$ cat config.mk
export PLATFORM = sky130hd
export DESIGN_NAME = sensor_timing_gen
export DESIGN_NICKNAME = d
export VERILOG_FILES = /design/src/rtl/sensor_if_pkg.sv /design/src/rtl/sensor_pattern_gen.sv /design/src/rtl/sensor_timing_gen.sv
export SDC_FILE = /design/constraint.sdc
export NUM_CORES = 1
export LEC_CHECK = 0
export BUFFER_PORTS_ARGS = -buffer_cell sky130_fd_sc_hd__buf_2
export CORE_ASPECT_RATIO = 2
export CORE_MARGIN = 1
export CORE_UTILIZATION = 54
export DETAILED_ROUTE_END_ITERATION = 8
export GPL_ROUTABILITY_DRIVEN = 0
export GPL_TIMING_DRIVEN = 0
export PLACE_DENSITY = 0.78
export REMOVE_ABC_BUFFERS = 1
export SLEW_MARGIN = 20
export SYNTH_ARGS = -nofsm -noshare
export SYNTH_HDL_FRONTEND = slang
export SYNTH_HIERARCHICAL = 1
export SYNTH_SLANG_ARGS = --single-unit
$ cat constraint.sdc
create_clock -name clk -period 5.38 [get_ports clk]
set_clock_uncertainty 0.15 [all_clocks]
set_input_delay 0 -clock clk [delete_from_list [all_inputs] [get_ports clk]]
set_output_delay 0 -clock clk [all_outputs]
set_load 0.02 [all_outputs]
$ cat src/rtl/sensor_if_pkg.sv
// Shared definitions for the sensor_if stream path: timing FSM states and
// test-pattern selector codes.
package sensor_if_pkg;

  typedef enum logic [2:0] {
    S_IDLE  = 3'd0,
    S_FRONT = 3'd1,
    S_LINE  = 3'd2,
    S_LHIDE = 3'd3,
    S_BACK  = 3'd4,
    S_FHIDE = 3'd5
  } state_e;

  localparam logic [1:0] PAT_HRAMP = 2'd0;
  localparam logic [1:0] PAT_VRAMP = 2'd1;
  localparam logic [1:0] PAT_MOVE  = 2'd2;
  localparam logic [1:0] PAT_FIXED = 2'd3;

endpackage

$ cat src/rtl/sensor_pattern_gen.sv
// Combinational per-channel pixel value from column, line and frame counters.
// The parent registers the result and blanks it outside active lines.
module sensor_pattern_gen
  import sensor_if_pkg::*;
#(
  parameter int unsigned DATA_WIDTH  = 12,
  parameter int unsigned CHANNEL_NUM = 1,
  parameter int unsigned CNT_WIDTH   = 16
) (
  input  logic [CNT_WIDTH-1:0]              x,
  input  logic [CNT_WIDTH-1:0]              y,
  input  logic [CNT_WIDTH-1:0]              f,
  input  logic [1:0]                        pattern,
  input  logic [DATA_WIDTH-1:0]             fixed_value,
  output logic [DATA_WIDTH*CHANNEL_NUM-1:0] pix
);

  for (genvar k = 0; k < CHANNEL_NUM; k++) begin : g_ch
    logic [DATA_WIDTH-1:0] ramp;
    logic [DATA_WIDTH-1:0] val;

    // Only the low DATA_WIDTH bits of each term matter after truncation.
    assign ramp = DATA_WIDTH'(x) * DATA_WIDTH'(CHANNEL_NUM) + DATA_WIDTH'(k);

    always_comb begin
      val = '0;
      unique case (pattern)
        PAT_HRAMP: val = ramp;
        PAT_VRAMP: val = DATA_WIDTH'(y);
        PAT_MOVE:  val = ramp + DATA_WIDTH'(f);
        PAT_FIXED: val = fixed_value;
        default:   val = '0;
      endcase
    end

    assign pix[k*DATA_WIDTH +: DATA_WIDTH] = val;
  end

endmodule

$ cat src/rtl/sensor_timing_gen.sv
// Parallel-sensor fval/lval timing and test-pattern generator with shadowed
// configuration, pause-after-frame and optional dummy lines in frame blanking.
module sensor_timing_gen
  import sensor_if_pkg::*;
#(
  parameter int unsigned DATA_WIDTH  = 12,
  parameter int unsigned CHANNEL_NUM = 1,
  parameter int unsigned CNT_WIDTH   = 16
) (
  input  logic                              clk,
  input  logic                              reset,
  input  logic                              i_pause_en,
  input  logic                              i_continue_lval,
  input  logic [CNT_WIDTH-1:0]              iv_width,
  input  logic [CNT_WIDTH-1:0]              iv_line_hide,
  input  logic [CNT_WIDTH-1:0]              iv_height,
  input  logic [CNT_WIDTH-1:0]              iv_frame_hide,
  input  logic [CNT_WIDTH-1:0]              iv_front_porch,
  input  logic [CNT_WIDTH-1:0]              iv_back_porch,
  input  logic [1:0]                        iv_pattern,
  input  logic [DATA_WIDTH-1:0]             iv_fixed_value,
  output logic                              o_fval,
  output logic                              o_lval,
  output logic [DATA_WIDTH*CHANNEL_NUM-1:0] ov_pix_data,
  output logic                              o_frame_done,
  output logic [CNT_WIDTH-1:0]              ov_frame_cnt
);

  localparam logic [CNT_WIDTH-1:0] One = CNT_WIDTH'(1);

  state_e                 state_q, state_d;
  logic [CNT_WIDTH-1:0]   cnt_q, cnt_d;
  logic [CNT_WIDTH-1:0]   y_q, y_d;
  logic [CNT_WIDTH-1:0]   dum_cnt_q, dum_cnt_d;
  logic                   dum_hi_q, dum_hi_d;

  logic [CNT_WIDTH-1:0]   sh_width, sh_lhide, sh_height, sh_fhide, sh_front, sh_back;
  logic [1:0]             sh_pattern;
  logic [DATA_WIDTH-1:0]  sh_fixed;

  logic                              fval_q, lval_q, done_q;
  logic [DATA_WIDTH*CHANNEL_NUM-1:0] pix_q;
  logic [CNT_WIDTH-1:0]              fcnt_q;

  logic                              start, load;
  logic [CNT_WIDTH-1:0]              fh_last;
  logic                              fval_n, lval_n;
  logic [DATA_WIDTH*CHANNEL_NUM-1:0] pix_n, pat_pix;

  assign start   = !i_pause_en && (iv_width != '0) && (iv_height != '0);
  assign fh_last = (sh_fhide == '0) ? '0 : sh_fhide - One;

  always_comb begin
    state_d   = state_q;
    cnt_d     = cnt_q + One;
    y_d       = '0;
    load      = 1'b0;
    dum_cnt_d = '0;
    dum_hi_d  = 1'b1;

    case (state_q)
      S_IDLE: begin
        cnt_d = '0;
        if (start) begin
          load    = 1'b1;
          state_d = (iv_front_porch == '0) ? S_LINE : S_FRONT;
        end
      end
      S_FRONT: begin
        if (cnt_q == sh_front - One) begin
          cnt_d   = '0;
          state_d = S_LINE;
        end
      end
      S_LINE: begin
        y_d = y_q;
        if (cnt_q == sh_width - One) begin
          cnt_d = '0;
          if (y_q == sh_height - One) begin
            state_d = (sh_back == '0) ? S_FHIDE : S_BACK;
          end else begin
            y_d = y_q + One;
            // Zero line blanking chains lines back to back with lval held high.
            if (sh_lhide != '0) state_d = S_LHIDE;
          end
        end
      end
      S_LHIDE: begin
        y_d = y_q;
        if (cnt_q == sh_lhide - One) begin
          cnt_d   = '0;
          state_d = S_LINE;
        end
      end
      S_BACK: begin
        if (cnt_q == sh_back - One) begin
          cnt_d   = '0;
          state_d = S_FHIDE;
        end
      end
      S_FHIDE: begin
        dum_cnt_d = dum_cnt_q + One;
        dum_hi_d  = dum_hi_q;
        if (dum_hi_q && (dum_cnt_q == sh_width - One)) begin
          dum_cnt_d = '0;
          dum_hi_d  = (sh_lhide == '0);
        end else if (!dum_hi_q && (dum_cnt_q == sh_lhide - One)) begin
          dum_cnt_d = '0;
          dum_hi_d  = 1'b1;
        end
        if (cnt_q >= fh_last) begin
          cnt_d = '0;
          if (start) begin
            load    = 1'b1;
            state_d = (iv_front_porch == '0) ? S_LINE : S_FRONT;
          end else begin
            state_d = S_IDLE;
          end
        end
      end
      default: begin
        cnt_d   = '0;
        state_d = S_IDLE;
      end
    endcase
  end

  always_ff @(posedge clk or posedge reset) begin
    if (reset) begin
      state_q   <= S_IDLE;
      cnt_q     <= '0;
      y_q       <= '0;
      dum_cnt_q <= '0;
      dum_hi_q  <= 1'b1;
    end else begin
      state_q   <= state_d;
      cnt_q     <= cnt_d;
      y_q       <= y_d;
      dum_cnt_q <= dum_cnt_d;
      dum_hi_q  <= dum_hi_d;
    end
  end

  always_ff @(posedge clk or posedge reset) begin
    if (reset) begin
      sh_width   <= '0;
      sh_lhide   <= '0;
      sh_height  <= '0;
      sh_fhide   <= '0;
      sh_front   <= '0;
      sh_back    <= '0;
      sh_pattern <= PAT_HRAMP;
      sh_fixed   <= '0;
    end else if (load) begin
      sh_width   <= iv_width;
      sh_lhide   <= iv_line_hide;
      sh_height  <= iv_height;
      sh_fhide   <= iv_frame_hide;
      sh_front   <= iv_front_porch;
      sh_back    <= iv_back_porch;
      sh_pattern <= iv_pattern;
      sh_fixed   <= iv_fixed_value;
    end
  end

  sensor_pattern_gen #(
    .DATA_WIDTH (DATA_WIDTH),
    .CHANNEL_NUM(CHANNEL_NUM),
    .CNT_WIDTH  (CNT_WIDTH)
  ) u_pattern (
    .x          (cnt_q),
    .y          (y_q),
    .f          (fcnt_q),
    .pattern    (sh_pattern),
    .fixed_value(sh_fixed),
    .pix        (pat_pix)
  );

  // Outputs are a registered view of the current state, so they lag it by one clock.
  assign fval_n = (state_q == S_FRONT) || (state_q == S_LINE) ||
                  (state_q == S_LHIDE) || (state_q == S_BACK);
  assign lval_n = (state_q == S_LINE) ||
                  ((state_q == S_FHIDE) && i_continue_lval && dum_hi_q);
  assign pix_n  = (state_q == S_LINE) ? pat_pix : '0;

  always_ff @(posedge clk or posedge reset) begin
    if (reset) begin
      fval_q <= 1'b0;
      lval_q <= 1'b0;
      pix_q  <= '0;
      done_q <= 1'b0;
      fcnt_q <= '0;
    end else begin
      fval_q <= fval_n;
      lval_q <= lval_n;
      pix_q  <= pix_n;
      done_q <= fval_q && !fval_n;
      if (fval_q && !fval_n) fcnt_q <= fcnt_q + One;
    end
  end

  assign o_fval       = fval_q;
  assign o_lval       = lval_q;
  assign ov_pix_data  = pix_q;
  assign o_frame_done = done_q;
  assign ov_frame_cnt = fcnt_q;

endmodule

==> summary.md <==
| Metric | Value |
|---|---|
| Final Critical Period | `5.24 ns` |
| Lkg Pwr | `between 0.007 and 0.008 uW` |
| Mean Syn Cell Area | `9.49 sq um` |
| Post-synthesis sequential area ratio | `0.365` |
| Largest net degree at the start of global routing | `79` |
| Ys async rst share | `1.00` |
| Worst Setup End Kind | `flop` |
| Worst-Skew Late Latency | `0.47 ns` |
| Max_slew headroom | `0.368` |
| Antenna violations before repair | `0` |
| Antenna Cells | `0` |
| Worst-path clk slew | `0.07 ns` |
| Ports | `~150` |
| Layout overhead on the synthesized area | `20.7%` |
| Root Driver | `clkbuf_16` |
| Nets | `1772` |
| Dpl hpwl | `27300 um` |
| WP data arrival | `5.44 ns` |
| Layout cells sized above 1 | `0.208` |
| Port Buffers | `between 100 and 150` |
| R2R depth | `20` |
| Most used DFF post-synth | `dfrtp_1` |
| Number of synthesized register bits | `193` |
| Final cycle utilization of the critical path | `0.973` |
| Power Density | `around 430 nW/um^2` |
| Critical Path RT | `5.58 ns` |
| Post-route antenna net violation count | `0` |
| Post-synth EDFFs | `0` |
| CTS Buffer Depth | `2` |
| CTS H-Tree Depth | `4` |
| WHS | `0.135 ns` |
| Hold depth | `4` |
| Hold crit path type | `input port to flop` |
| Fin. max-slew vios | `0` |
| Worst-margin pin slew | `0.942 ns` |
| First-pass GRT wire length | `between 60000 and 70000 um` |
| Die ar. | `around 25000 sq um` |
| Fill count | `roughly 1.8k` |
| Commonest non-fill, non-tap cell in the layout | `dfrtp_1` |
| Worst IR Drop VDD | `0.286 mV` |
| Count of cell types in the netlist | `90` |
| Mapped Cells | `1396` |
| Initial DRC count | `596` |
| Clock sink count | `between 150 and 200` |
| Number of global-route vias before repair | `12.6k` |
| Fin area | `approximately 16000 sq um` |
| Yosys warning count | `6` |
| Die width | `113 um` |
| Setup Viol. Count Final | `0` |
| Area post-placement | `around 14000 sq um` |
| Worst R2R Setup Slack | `0.14 ns` |
| Max Cap Viol | `0` |
| Maximum clock frequency | `0.191 GHz` |
| WL/cell | `about 21 um` |
| CTS Buf Count | `17` |
| Core outline area | `23900 sq um` |
| Final Hold Vio Count | `0` |
| Mapped Area | `approximately 13000 sq um` |
| Total track usage | `0.327` |
| Overflow after GRT | `0` |
| Die Height | `between 200 and 250 um` |
| Initial core utilization | `0.554` |
| CTS tree | `yes` |
| DRT Wirelength | `around 40000 um` |
| Row cnt | `80` |
| Worst Setup Path Type | `flop to flop` |
| Status | `complete, no violations` |
| Commonest cells after routing, fill and taps aside | `192 x dfrtp_1, 162 x buf_2, 116 x xnor2_1` |
| DRC viols | `0` |
| Core utilization of the finished layout | `0.668` |
| Vias | `12.1k` |
| Drt pass-1 iters | `5` |
| Setup crit start kind | `flop` |
| Largest fanout on the critical path | `10` |
| Drt via density | `6.33` |
final timing paths:
path,startpoint,endpoint
setup / recovery,sh_fhide[2],sh_front[10]
hold / removal,iv_line_hide[1],sh_lhide[1]
setup reg to reg,sh_fhide[2],sh_front[10]
hold reg to reg,ov_frame_cnt[15],ov_frame_cnt[15]
max in group asynchronous,reset,dum_hi_q
min in group asynchronous,reset,sh_height[14]
critical path, stage by stage, from the launching register on:
cell and delay [ns]:
dfrtp_1 0.48, nor4_4 0.32, buf_4 0.17, nand2_2 0.12, nor3_1 0.24, nand3b_1 0.17
xnor2_1 0.22, nand2_1 0.09, ha_1 0.30, and3_1 0.14, nand3_1 0.09, or3_1 0.44
o211a_1 0.25, a2111oi_4 0.30, buf_4 0.21, buf_2 0.19, buf_2 0.21, buf_2 0.22
buf_2 0.22, buf_2 0.22, mux2_2 0.35
timing repair:
action / in CTS / in global routing
hold buffers: 113 / 0
setup buffers: 0 / 4
resized for setup: 3 / 5
hold endpoints to repair: 303 / 0
endpoints found under the setup margin: 12 / 12
pin swaps: 1 / 3
routing by layer:
metal | share of wire | vias to the layer above | track usage | wire length [um]
met4 | 0.083 | 0 | 0.278 | 3310
met1 | 0.33 | 5900 | 0.319 | 13300
met2 | 0.53 | 522 | 0.590 | 21100
li1 | - | 5480 | - | -
met5 | 0 | - | 0 | 0
met3 | 0.054 | 231 | 0.0546 | 2160
logic make-up after synthesis:
kind of cell    count (synthesis)  share of synthesized area
fa+ha+maj                      41                     0.0393
compound gates                213                      0.112
buf+inv                       125                     0.0407
xor+xnor                      195                      0.132
mux                           111                      0.101
simple gates                  518                      0.211
flops                         193                      0.365
cell type report:
class | count | area [sq um] | share of cell area
clock buffers | 18 | 429 | 0.0268
clock inverters | 14 | 165 | 0.0103
inverters | 42 | 165 | 0.0103
multi-input cells | 1078 | 7960 | 0.498
flip-flops and latches | 193 | 4830 | 0.302
well taps | 287 | 359 | 0.0225
repair buffers | 285 | 2080 | 0.130
through the flow:
step	setup slack (ns)	power [uW]	instances	setup TNS (ns)
6_report	0.143	6930	1917	0
5_1_grt	-0.160	7340	1917	-0.777
4_1_cts	0.120	6800	1913	0
3_5_place_dp	-0.310	5390	1768	-2.09
3_3_place_gp	-25.97	5150	1744	-3219.78
2_1_floorplan	-17.38	4560	1313	-1895.38
where the power goes:
part	internal (uW)	leakage (uW)	switching (uW)	total [uW]
registers	1850	0.00248	878	2730
clock network	665	0.000293	646	1310
logic	1440	0.00433	1440	2890
total	3960	0.00710	2970	6930
synthesized netlist by cell type, types with 14 or more instances:
master | count | area share
dfrtp_1 | 192 | 0.36
xnor2_1 | 116 | 0.077
nand2_1 | 100 | 0.028
nor2_1 | 97 | 0.027
mux2_2 | 90 | 0.077
xor2_1 | 76 | 0.050
clkbuf_1 | 64 | 0.018
nand3_1 | 56 | 0.021
o21ai_0 | 51 | 0.019
and3_1 | 44 | 0.021
nor4_1 | 44 | 0.021
inv_1 | 42 | 0.012
a21oi_1 | 40 | 0.015
ha_1 | 40 | 0.038
nor3_1 | 33 | 0.012
nand4_1 | 22 | 0.010
nand2b_1 | 20 | 0.0094
or4_1 | 19 | 0.011
a211oi_1 | 15 | 0.0085
a31oi_1 | 15 | 0.0071
nor2b_1 | 15 | 0.0071
or3_1 | 14 | 0.0066
(Power assumes the default switching activity.)
